`config.mk`:
```
export PLATFORM = sky130hd
export DESIGN_NAME = fifo_ftdi_tx_ctrl
export DESIGN_NICKNAME = d
export VERILOG_FILES = /design/src/rtl/fifo_ftdi_tx_ctrl.sv
export SDC_FILE = /design/constraint.sdc
export NUM_CORES = 1
export LEC_CHECK = 0
export CORE_MARGIN = 2
export CORE_UTILIZATION = 50
export DETAILED_ROUTE_END_ITERATION = 8
export GPL_ROUTABILITY_DRIVEN = 1
export GPL_TIMING_DRIVEN = 0
export PLACE_DENSITY = 0.81
export SYNTH_ARGS = -nofsm -noshare
export SYNTH_HDL_FRONTEND = slang
export SYNTH_SLANG_ARGS = --single-unit
```
`constraint.sdc`:
```
create_clock -name rdclk -period 3.9 [get_ports rdclk]
set_input_delay 0.78 -clock rdclk [delete_from_list [all_inputs] [get_ports rdclk]]
set_output_delay 0.78 -clock rdclk [all_outputs]
set_load 0.005 [all_outputs]
```
`src/rtl/fifo_ftdi_tx_ctrl.sv`:
```
// Burst adapter that drains a standard-mode FIFO into an FT245-style FTDI transmit port.
// Fetches one byte at a time, holds it through FTXE stalls, and strobes FWR with programmable timing.
module fifo_ftdi_tx_ctrl #(
  parameter int DATA_W       = 8,
  parameter int USEDW_W      = 11,
  parameter int MIN_LEVEL    = 1,
  parameter int BURST_LEN    = 64,
  parameter int FWR_LOW_CYC  = 1,
  parameter int FWR_HIGH_CYC = 1,
  parameter int GATE_ON_WR   = 1
) (
  input  logic               rdclk,
  input  logic               rst_n,
  input  logic [USEDW_W-1:0] usedw,
  input  logic               wrreq,
  input  logic [DATA_W-1:0]  fifo_q,
  output logic               rdreq,
  input  logic               ftdi_en,
  input  logic               FTXE,
  output logic               FWR,
  output logic [DATA_W-1:0]  fd_out,
  output logic               fd_oe,
  output logic               tx_busy,
  output logic [31:0]        tx_count
);

  localparam int PH_MAX = (FWR_LOW_CYC > FWR_HIGH_CYC) ? FWR_LOW_CYC : FWR_HIGH_CYC;
  localparam int PH_W   = $clog2(PH_MAX + 1);
  localparam int BC_W   = $clog2(BURST_LEN + 1);

  localparam logic [PH_W-1:0]    LOW_LAST  = PH_W'(FWR_LOW_CYC - 1);
  localparam logic [PH_W-1:0]    HIGH_LAST = PH_W'(FWR_HIGH_CYC - 1);
  localparam logic [BC_W-1:0]    BURST_MAX = BC_W'(BURST_LEN);
  localparam logic [USEDW_W-1:0] MIN_USEDW = USEDW_W'(MIN_LEVEL);

  typedef enum logic [2:0] {IDLE, FETCH, LOAD, STROBE, RECOVER} state_t;

  state_t          state;
  state_t          next_state;
  logic [PH_W-1:0] phase;
  logic [BC_W-1:0] burst_cnt;
  logic            first_load;
  logic            start_ok;
  logic            cont_ok;
  logic            strobe_done;
  logic            recover_done;

  assign start_ok     = ftdi_en && !FTXE && (usedw >= MIN_USEDW) && ((GATE_ON_WR == 0) || !wrreq);
  // wrreq is deliberately ignored once a burst is running.
  assign cont_ok      = (burst_cnt < BURST_MAX) && ftdi_en && !FTXE && (usedw != '0);
  assign strobe_done  = (state == STROBE) && (phase == LOW_LAST);
  assign recover_done = (state == RECOVER) && (phase == HIGH_LAST);

  // NOTE: sequential state uses non-blocking assignments so every register samples pre-edge values.
  always_ff @(posedge rdclk or negedge rst_n) begin
    if (!rst_n) begin
      state      <= IDLE;
      rdreq      <= 1'b0;
      FWR        <= 1'b1;
      fd_oe      <= 1'b0;
      fd_out     <= '0;
      tx_count   <= '0;
      burst_cnt  <= '0;
      phase      <= '0;
      first_load <= 1'b0;
    end else begin
      state      <= next_state;
      rdreq      <= (next_state == FETCH);
      // FWR comes straight from a flop so the pin never glitches on state decode.
      FWR        <= (next_state != STROBE);
      first_load <= (state == FETCH);

      if (state != next_state)
        phase <= '0;
      else if (state == STROBE || state == RECOVER)
        phase <= phase + 1'b1;

      // fifo_q is valid only in the first LOAD cycle; capture it once and hold through stalls.
      if (first_load)
        fd_out <= fifo_q;

      if (state == FETCH)
        fd_oe <= 1'b1;
      else if (next_state == IDLE)
        fd_oe <= 1'b0;

      if (state == IDLE && next_state == FETCH)
        burst_cnt <= '0;
      else if (strobe_done)
        burst_cnt <= burst_cnt + 1'b1;

      if (strobe_done)
        tx_count <= tx_count + 32'd1;
    end
  end

  // NOTE: next_state gets a default first so no path through the case infers a latch.
  always_comb begin
    next_state = state;
    case (state)
      IDLE:    if (start_ok) next_state = FETCH;
      FETCH:   next_state = LOAD;
      LOAD:    if (!FTXE) next_state = STROBE;
      STROBE:  if (strobe_done) next_state = RECOVER;
      RECOVER: if (recover_done) next_state = cont_ok ? FETCH : IDLE;
      default: next_state = IDLE;
    endcase
  end

  always_comb begin
    tx_busy = (state != IDLE);
  end

endmodule

```
==> flow_summary.ini <==
[cells_and_area]
multi_input_area_um2 = 1147
finalInstanceArea_um2 = 3497
antennaDiodeCount = 0
area_growth_syn_to_layout_pct = 34.96
finish.utilization = 0.6935
drive_gt1_frac = 0.09936
fill_cells = 392
seqCellArea_um2 = 1378
fin_nets = 337

[cts]
clk_pin_slew_worst_paths_ps = 100
clockBufferDepth = 2
insertion_delay_ps = 310
cts_hold_buf = 0
cts_resized = 0
cts.sinks = 55
post_cts_buffers = 0
cts_tree = yes
cts_buffers = 5
h-tree-depth = 2
cts_root_buffer = clkbuf_8

[global_routing]
grt_pass1_vias = 1978
grt_max_degree = 36
antenna_found_initial = 0
grt_pass1_wl_um = 9528
grt_usage = 0.2051
overflow = 0

[floorplanning]
initial_core_util = 0.5139
pin_count = 68
die_width_um = 75.99
coreArea_um2 = 5042
die_h_um = 75.99
die_area_um2 = 5774
rows = 26

[synth]
synth_edf_count = 0
syn_inst = 236
ys_types = 37
syn_area_per_cell_um2 = 10.98
synth_top_cells_by_count = 54 x dfrtp_1, 23 x xor2_1, 22 x nand2_1
synth_nets = 262
synthFlopType = dfrtp_1
yosys-top-cells-area = dfrtp_1 52%, xor2_1 7.8%, xnor2_1 4.7%, mux2_2 3.5%, nand2_1 3.2%
synth_top_area_frac = 0.5215
synth_seq_cells = 55
synth_area_um2 = 2591
synth.most_common_cell = dfrtp_1
async_flop_share = 1.000
yosysSeqAreaShare = 0.5316
synth_area_leader_cell = dfrtp_1
ys_warn_count = 0

[power_and_ir_drop]
ir_drop_uv = 332.5
cellLeakagePower_nw = 1.562
power.density_nw_per_um2 = 488.8
finalPower_mw = 1.709

[timing]
fin_crit_ps = 2535
final_hold_viol_count = 0
relSlewSlack = 0.6240
rsz0062_at_grt = false
finalCritPeriodShare = 0.6499
finClkSkew_ps = 10.00
fmax_mhz = 394.5
setup_violations = 0
tns_ps = 0
worstMarginPinSlew_ps = 558.8
report.final.slew_viol_count = 0

[place]
post-dp-hpwl_um = 4132
gp_congestion = 0.7753
portBuffers = 67
placed_cell_area_um2 = 3364

[worst_setup_path]
worstPathArrival_ps = 1750
reg2reg_depth = 6
crit_type = flop to output pin
timing.rr.end = tx_count[20]
rrSetupSlack_ps = 1910
critPathCaptureType = output pin
reg2reg_from = state[2]
cp-start-kind = flop
crit_path_start = state[2]
crit_required_ps = 3120
cp_max_fo = 10

[routing]
wire_per_inst_um = 14.28
dr.pass1.iters = 4
wl_um = 5456
drt_iter0_drc = 111
wl_met3_um = 287
highest_layer = met4
drtAntennaViolNets = 0
vias = 2001
viasPerCell = 5.238
drc = 0
wl_met2_um = 2667
drt-met1-wl_um = 2446

[flow_run]
maxCapViolCount = 0

[status]
status = finished, final reports clean

[worst_hold_path]
hold_class = input pin to asynchronous set/reset pin
==> kinds of logic (layout without fill, tap and decap cells) <==
kind of cell,Yosys count,in the layout,share of synthesized area
compound gates,7,7,0.01497
xor+xnor,37,37,0.1251
fa+ha+maj,2,2,0.009656
buf+inv,15,91,0.02559
flops,55,55,0.5316
mux,8,8,0.03477
simple gates,112,112,0.2583
==> layout by cell type (no fill, tap or decap), types with 4 or more instances in the layout <==
cell	count
and3_1	6
clkbuf_1	5
clkbuf_8	5
clkdlybuf4s50_1	66
dfrtp_1	54
inv_1	8
mux2_2	8
nand2_1	22
nand3_1	12
nand4_1	10
nor2_1	15
nor2b_1	4
nor3_1	11
nor3_2	5
nor4_1	6
o21ai_0	4
xnor2_1	14
xor2_1	23
==> layout make-up <==
class | instances | area share
timing repair buffer | 68 | 0.1961
inverter | 8 | 0.008587
buffer | 7 | 0.01038
tap | 70 | 0.02504
clock inverter | 2 | 0.01717
sequential | 55 | 0.3939
multi-input combinational | 166 | 0.3281
clock buffer | 6 | 0.02075
==> state kept, by name (all words and copies together) (netlist names) <==
name	count
tx_count	32
fd_out	8
burst_cnt	7
state	3
FWR	1
fd_oe	1
first_load	1
phase	1
rdreq	1
==> report_power, final <==
group          switching, mW  internal, mW  leakage [nW]  total [mW]
combinational          0.188         0.289         0.765       0.477
clock                  0.180         0.257        0.0654       0.436
sequential             0.102         0.693         0.731       0.796
==> worst max path at each step <==
stage          depth (start not counted)  slack [ps]      endpoint
4_1_cts                                3        1380       tx_busy
3_3_place_gp                           1         380   tx_count[4]
5_1_grt                                3        1310       tx_busy
6_report                               3        1370       tx_busy
2_1_floorplan                          6        2110  tx_count[21]
3_5_place_dp                           6        1710  burst_cnt[4]
==> through the flow <==
step,setup WS [ps],cells,hold WS (ps)
finish,1365,382,418.3
global route,1312,382,455.3
CTS,1383,382,426.1
detailed placement,1713,374,489.1
global placement,384.5,373,455.3
floorplan,2106,236,464.7
==> routing by layer <==
layer / GRT usage / vias to the layer above
met2: 0.3375 / 57
li1: - / 964
met1: 0.2742 / 975
met3: 0.05095 / 5
met4: 0.05455 / 0
met5: 0 / -
==> worst max-delay path, cell delays in order (launching register included) <==
cell and delay (ps):
dfrtp_1 380, clkbuf_1 210, or3_1 390, clkdlybuf4s50_1 470
Note: power is estimated with default switching activity, not from simulation.
